$ cat src/rtl/i_fetch_unit.sv
// i_fetch_unit: instruction-fetch initiator with PC, one-deep in-flight tracking and a bundle FIFO to decode.
// Ports: CLK/RST_N (async active-low); req_addr/req_valid drive the memory, resp_data returns the
// two-instruction bundle one cycle after a request; redirect_valid/redirect_pc flush and restart fetch;
// out_valid/out_ready/out_data/out_pc present the queue head to decode.
module i_fetch_unit #(
    parameter int ADDR_WIDTH = 32,
    parameter int INST_NUM = 2,
    parameter int FETCH_WIDTH = 32*INST_NUM,
    parameter logic [ADDR_WIDTH-1:0] RESET_PC = '0,
    parameter int FQ_DEPTH = 4
) (
    input  logic                   CLK,
    input  logic                   RST_N,
    output logic [ADDR_WIDTH-1:0]  req_addr,
    output logic                   req_valid,
    input  logic [FETCH_WIDTH-1:0] resp_data,
    input  logic                   redirect_valid,
    input  logic [ADDR_WIDTH-1:0]  redirect_pc,
    output logic                   out_valid,
    input  logic                   out_ready,
    output logic [FETCH_WIDTH-1:0] out_data,
    output logic [ADDR_WIDTH-1:0]  out_pc
);
    localparam int PW = $clog2(FQ_DEPTH);
    localparam logic [PW:0] DEPTH = (PW+1)'(FQ_DEPTH);
    localparam logic [ADDR_WIDTH-1:0] STEP = ADDR_WIDTH'(4*INST_NUM);

    logic [ADDR_WIDTH-1:0]  pc, inflight_pc_q;
    logic                   inflight_q;
    logic [PW-1:0]          head, tail;
    logic [PW:0]            count;
    logic [ADDR_WIDTH-1:0]  pc_mem [FQ_DEPTH];
    logic [FETCH_WIDTH-1:0] data_mem [FQ_DEPTH];
    logic                   deq;

    // The in-flight response counts against queue space, so a response always finds room.
    // Gating with RST_N drops the request the instant reset asserts.
    assign req_addr  = pc;
    assign req_valid = RST_N && !redirect_valid && (count + (PW+1)'(inflight_q) < DEPTH);
    assign out_valid = !redirect_valid && count != '0;
    assign out_pc    = pc_mem[head];
    assign out_data  = data_mem[head];
    assign deq       = out_valid && out_ready;

    always_ff @(posedge CLK or negedge RST_N) begin
        if (!RST_N) begin
            pc <= RESET_PC;
            inflight_q <= 1'b0;
            inflight_pc_q <= '0;
            head <= '0;
            tail <= '0;
            count <= '0;
            for (int i = 0; i < FQ_DEPTH; i++) begin
                pc_mem[i] <= '0;
                data_mem[i] <= '0;
            end
        end else if (redirect_valid) begin
            pc <= redirect_pc;
            inflight_q <= 1'b0;
            head <= '0;
            tail <= '0;
            count <= '0;
        end else begin
            inflight_q <= req_valid;
            if (req_valid) begin
                pc <= pc + STEP;
                inflight_pc_q <= pc;
            end
            if (inflight_q) begin
                pc_mem[tail] <= inflight_pc_q;
                data_mem[tail] <= resp_data;
                tail <= tail + 1'b1;
            end
            if (deq) head <= head + 1'b1;
            count <= count + (PW+1)'(inflight_q) - (PW+1)'(deq);
        end
    end
endmodule

$ cat config.mk
export PLATFORM = sky130hd
export DESIGN_NAME = i_fetch_unit
export DESIGN_NICKNAME = d
export VERILOG_FILES = /design/src/rtl/i_fetch_unit.sv
export SDC_FILE = /design/constraint.sdc
export NUM_CORES = 1
export LEC_CHECK = 0
export ABC_AREA = 1
export CORE_MARGIN = 5
export CORE_UTILIZATION = 35
export CTS_CLUSTER_SIZE = 25
export DETAILED_ROUTE_END_ITERATION = 10
export PLACE_DENSITY = 0.64
export SYNTH_ARGS = -nofsm -noshare
export SYNTH_HDL_FRONTEND = slang
export SYNTH_SLANG_ARGS = --single-unit
$ cat constraint.sdc
create_clock -name CLK -period 1.95 [get_ports CLK]
set_input_delay 0.4875 -clock CLK [delete_from_list [all_inputs] [get_ports CLK]]
set_output_delay 0.4875 -clock CLK [all_outputs]
set_load 0.02 [all_outputs]
---- Yosys cells after proc, flatten, opt, wreduce, memory -nomap -nowiden ----
Index checks and enable logic that the tools add are counted.
operators by class
  bitwise logic cells ..................... 3
  muxes and demuxes ....................... 20
  order comparisons ....................... 4
  reductions and logical operators ........ 12
  add/subtract/negate cells ............... 5
operators with widths
  kind                                                         number
  bitwise mux 256 bit                                          1
  two-way mux 64 bit                                           3
  two-way mux 32 bit                                           5
  binary-select mux 64 bit (select 2 bit)                      1
  bitwise mux 128 bit                                          1
  demux 64 bit (select 2 bit)                                  1
  binary-select mux 32 bit (select 2 bit)                      1
  demux 32 bit (select 2 bit)                                  1
  adder 32 x 4 -> 32 bit (second input constant)               1
  two-way mux 2 bit                                            4
  greater-or-equal comparator 3 bit (second input constant)    2
  inverter 2 -> 3 bit                                          2
  nonzero test 2 bit                                           3
  logical AND 1 bit                                            5
  adder 2 x 1 -> 2 bit (second input constant)                 2
  AND reduction 2 bit                                          2
  adder 3 x 1 -> 3 bit                                         1
  less-than comparator 3 x 1 -> 1 bit (second input constant)  1
  less-than comparator 3 bit (second input constant)           1
  two-way mux 3 bit                                            1
  nonzero test 3 bit                                           1
  subtractor 3 x 1 -> 3 bit                                    1
  zero test 1 bit                                              1
  two-way mux 1 bit                                            1
  inverter 1 bit                                               1
storage, ports and cells
  input port bits ......................... 100
  logic and storage cells ................. 58
  bits in registers ....................... 456
  output and inout bits ................... 130

---- Longest topological paths before layout ----
  word-level depth ........................ 6
  mapped depth ............................ 11
  mapped depth without buffers ............ 11

---- Worst setup path after synthesis ----
OpenSTA, ideal clock, no wires.
  kind .................................... register -> output
  start point ............................. register inflight_q
  end point ............................... output req_valid
  buffers on the path ..................... 2
  arrival ................................. 1426 ps
  data required time ...................... 1462 ps
  slack ................................... 36 ps
  stages on the path, launching flop included .. 8
  cells stage by stage .................... dfrtp_1 -> ha_1 -> ha_1 -> nand2_1 -> nand3_4 -> nor2_4 -> buf_6 -> buf_4
on the way
  word-level cells in the longest chain between the ends .. 3
RTL lines
  element                     line  source
  start: declaration          29    logic inflight_q;
  start signal: assignment    64    inflight_q <= req_valid;
  adder 3 x 1 -> 3 bit        39    assign req_valid = RST_N && !redirect_valid && (count + (PW+1)'(inflight_q) < DEPTH);
  less-than comparator 3 bit  39
  logical AND 1 bit           39
  end: declaration            15    output logic req_valid,
No other way between the ends.

---- Final worst setup path ----
  start point ............................. register head[0]
  end point ............................... output out_data[7]
on the way
  word-level cells in the longest chain between the ends .. 4
RTL lines
  element                                                 line  source
  start: declaration                                      30    logic [PW-1:0] head, tail;
  start signal: assignment                                74    if (deq) head <= head + 1'b1;
  inverter 2 -> 3 bit (not written as such)               42    assign out_data = data_mem[head];
  binary-select mux 64 bit (select 2 bit)                 42
  two-way mux 64 bit (not written as such) (2 in series)  42
  end: declaration                                        21    output logic [FETCH_WIDTH-1:0] out_data,
No other way between the ends. The select of a mux whose other input is x is not followed.

==> impl_metrics.yaml <==
status:
  run_status: "finished, violations left"
  violations: "negative hold slack, negative setup slack"
routing:
  postRouteWirelength_um: 62500
  wl_per_cell_um: 17.9
  drc_errors: 0
  avgViaCountPerCell: 5.10
  ant_nets: 0
  vias: 17790
  drt_first_pass_iters: 6
  drt_iter0_drc: 1353
setup_path:
  worstSetupStartpointType: "flip-flop"
  setup.worst_path.end_class: "output pin"
  critical_path_type: "flip-flop to output pin"
  critical_path_required_ns: 1.46
  crit_arrival_ns: 2.11
  critPathMaxFanout: 16
logic_synthesis:
  synth_ff_type: "sky130_fd_sc_hd__dfrtp_1"
  yosys_register_bits: 456
  synth-compound-area-share_pct: 18.9
  synth_edf_count: 0
  top_post_synthesis_cells_by_count: "sky130_fd_sc_hd__nand2_1, sky130_fd_sc_hd__o21ai_0, sky130_fd_sc_hd__dfrtp_1"
  synth_fp_nets: 2511
  post_synth_mux_area_share_pct: 0
  avgSynthCellArea_sq_um: 8.48
  synth_area_sq_um: 20400
  synth.most_common_cell: "sky130_fd_sc_hd__nand2_1"
  post-synth-top-area-cell: "sky130_fd_sc_hd__dfrtp_1"
  synth.area.top_cells: "sky130_fd_sc_hd__dfrtp_1, sky130_fd_sc_hd__o21ai_0, sky130_fd_sc_hd__nand2_1, sky130_fd_sc_hd__nor2_1, sky130_fd_sc_hd__o22ai_1"
  synth_cell_types: 33
  yosysWarnings: 0
  synthArstFlopShare_pct: 100
  postSynthCellCount: 2402
  combinational_family_with_the_most_area_after_synthesis: "compound AO/OA/AOI/OAI gates"
  post_synth_xor_area_fraction_pct: 0.215
  synth_top_area_share_pct: 56.0
  synth-seq-area-share_pct: 56.0
  simple_gate_share_of_the_synthesized_area_pct: 17.2
  synthAdderAreaFrac_pct: 0.553
finish:
  post_route_cells_drive_above_1_share_pct: 19.2
  final_util_pct: 47.6
  num-fill-cells: 5380
  insertedDiodeCount: 0
  finish.net_count: 2790
  finalInstanceArea_sq_um: 27500
  area_growth_syn_to_layout_pct: 34.9
placed_design:
  hpwl_um: 37400
  placed_area_sq_um: 24100
  routability_congestion: 0.910
  numPortBuffers: 229
timing:
  setup_violations: 97
  min_period_over_period_pct: 133
  timing.hold.ws_ns: -0.0827
  fmax_mhz: 385
  min_period_ns: 2.60
  worst_slack_ns: -0.648
  setup_repair_after_global_routing_missed_its_margin: "true"
  drv_slew: 0
  tightestPinTransition_ns: 0.810
  clock-skew-final_ns: 0.0215
  report.final.hold_viol_count: 53
  setup_tns_ns: -52.89
  worst_slew_margin_rel_pct: 46.0
grt:
  grt_pass1_wl_um: 94800
  pin_count_of_the_biggest_net_entering_global_routing: 140
  grt_resource_usage_total_pct: 18.3
  grt_antenna_before_repair: 2
  globalRoute.totalOverflow: 0
  first_global_vias: 17472
floorplan:
  placementRows: 88
  area_of_the_die_sq_um: 63100
  core_region_area_sq_um: 57700
  io_pins: 230
  starting_utilization_of_the_core_area_pct: 35.3
  chipWidth_um: 251
  die_h_um: 251
clocking:
  clock-sinks: 456
  number_of_buffers_on_the_longest_clock_path: 3
  cts_max_level: 2
  tritoncts: "built"
  clk_transition_reported_paths_ns: 0.05
  cts_buffers: 51
  cts.root.buffer_cell: "sky130_fd_sc_hd__clkbuf_16"
  clkLatencyLatePin_ns: 0.59
job:
  maxCapViolations: 0
pwr:
  areal_power_density_over_the_cells_nw_per_um2: 1210
  fin_total_pwr_mw: 33.3
  leakagePower_nw: 13.1
  vdd.ir_drop.worst_uv: 758
min_path:
  hp-class: "input port to asynchronous set/reset pin"
metal layers:
metal / wire (um) / global-route usage, %
met1: 27300 / 24.9
met2: 29200 / 29.9
met3: 4220 / 3.71
met4: 1750 / 5.25
met5: 27 / 0
through the flow:
step	worst slack (ns)	instances
after global placement	-0.532	3348
after global routing	-0.724	3487
final	-0.648	3487
after CTS	-0.746	3449
after detailed placement	-0.516	3348
after floorplan	0.0363	2402
kinds of logic (layout without fill, tap and decap cells):
| family | Yosys count | in the layout |
|---|---|---|
| AND/OR/NAND/NOR | 882 | 882 |
| AO/OA/AOI/OAI | 739 | 739 |
| flip-flops | 456 | 456 |
| buffers and inverters | 311 | 631 |
| adder cells (fa/ha/maj) | 9 | 9 |
| XOR/XNOR | 5 | 5 |
path summary, 6_finish.rpt:
check / startpoint / to / slack, ns / cells after the start
min: RST_N / req_addr[23] / -0.08 / 2
max reg2reg: count[0] / req_addr[22] / 0.13 / 12
min reg2reg: data_mem[134] / data_mem[134] / 0.48 / 2
min in group CLK: RST_N / inflight_q / 0.39 / 4
max: head[0] / out_data[7] / -0.65 / 6
max in group asynchronous: RST_N / pc_mem[39] / 0.91 / 3
final cells by class:
cell class	count	area (sq um)	area share, %
Clock inverter	21	231	0.843
Timing Repair Buffer	389	4520	16.5
Multi-Input combinational cell	1635	8220	29.9
Sequential cell	456	11400	41.6
Inverter	147	577	2.10
Timing Repair inverter	1	30.0	0.109
Clock buffer	73	1510	5.50
Tap cell	765	957	3.49
critical path, stage by stage (launching register included):
cell,delay [ns]
sky130_fd_sc_hd__dfrtp_4,0.43
sky130_fd_sc_hd__buf_12,0.17
sky130_fd_sc_hd__buf_12,0.13
sky130_fd_sc_hd__bufbuf_16,0.33
sky130_fd_sc_hd__nor2_2,0.06
sky130_fd_sc_hd__o22ai_1,0.20
sky130_fd_sc_hd__buf_4,0.19
placed cells by master (no fill, tap or decap), types with 8 or more instances in the layout:
| cell type | count |
|---|---|
| sky130_fd_sc_hd__dlymetal6s2s_1 | 30 |
| sky130_fd_sc_hd__clkinv_2 | 11 |
| sky130_fd_sc_hd__inv_1 | 139 |
| sky130_fd_sc_hd__buf_8 | 8 |
| sky130_fd_sc_hd__buf_12 | 43 |
| sky130_fd_sc_hd__nor2_1 | 218 |
| sky130_fd_sc_hd__clkbuf_1 | 8 |
| sky130_fd_sc_hd__nor2_2 | 48 |
| sky130_fd_sc_hd__o22ai_1 | 68 |
| sky130_fd_sc_hd__clkbuf_16 | 66 |
| sky130_fd_sc_hd__nand2_1 | 542 |
| sky130_fd_sc_hd__o22ai_2 | 30 |
| sky130_fd_sc_hd__buf_4 | 140 |
| sky130_fd_sc_hd__o21ai_2 | 40 |
| sky130_fd_sc_hd__dfrtp_1 | 452 |
| sky130_fd_sc_hd__nand2_2 | 9 |
| sky130_fd_sc_hd__buf_6 | 45 |
| sky130_fd_sc_hd__nor2_4 | 17 |
| sky130_fd_sc_hd__nand3_1 | 32 |
| sky130_fd_sc_hd__clkdlybuf4s50_1 | 98 |
| sky130_fd_sc_hd__o21ai_1 | 193 |
| sky130_fd_sc_hd__clkbuf_8 | 13 |
| sky130_fd_sc_hd__o21ai_0 | 382 |
registers in the layout, indices dropped and copies added, names as in the netlist:
name and flops:
data_mem 256, pc_mem 128, inflight_pc_q 32, req_addr 32
count 3, head 2, tail 2, inflight_q 1
power breakdown:
part | total [mW] | internal (mW) | switching, mW
logic | 10.9 | 4.84 | 6.09
registers | 12.5 | 11.3 | 1.18
clock network | 9.84 | 5.91 | 3.93
repair_timing:
item                                    4_1_cts  5_1_grt
hold endpoints to repair                     83       30
pin swaps                                     6       53
setup buffers                                 3       18
cloned                                        4       21
resized for setup                           421      398
endpoints found under the setup margin      149      167
Power figures use the tool's default switching activity.
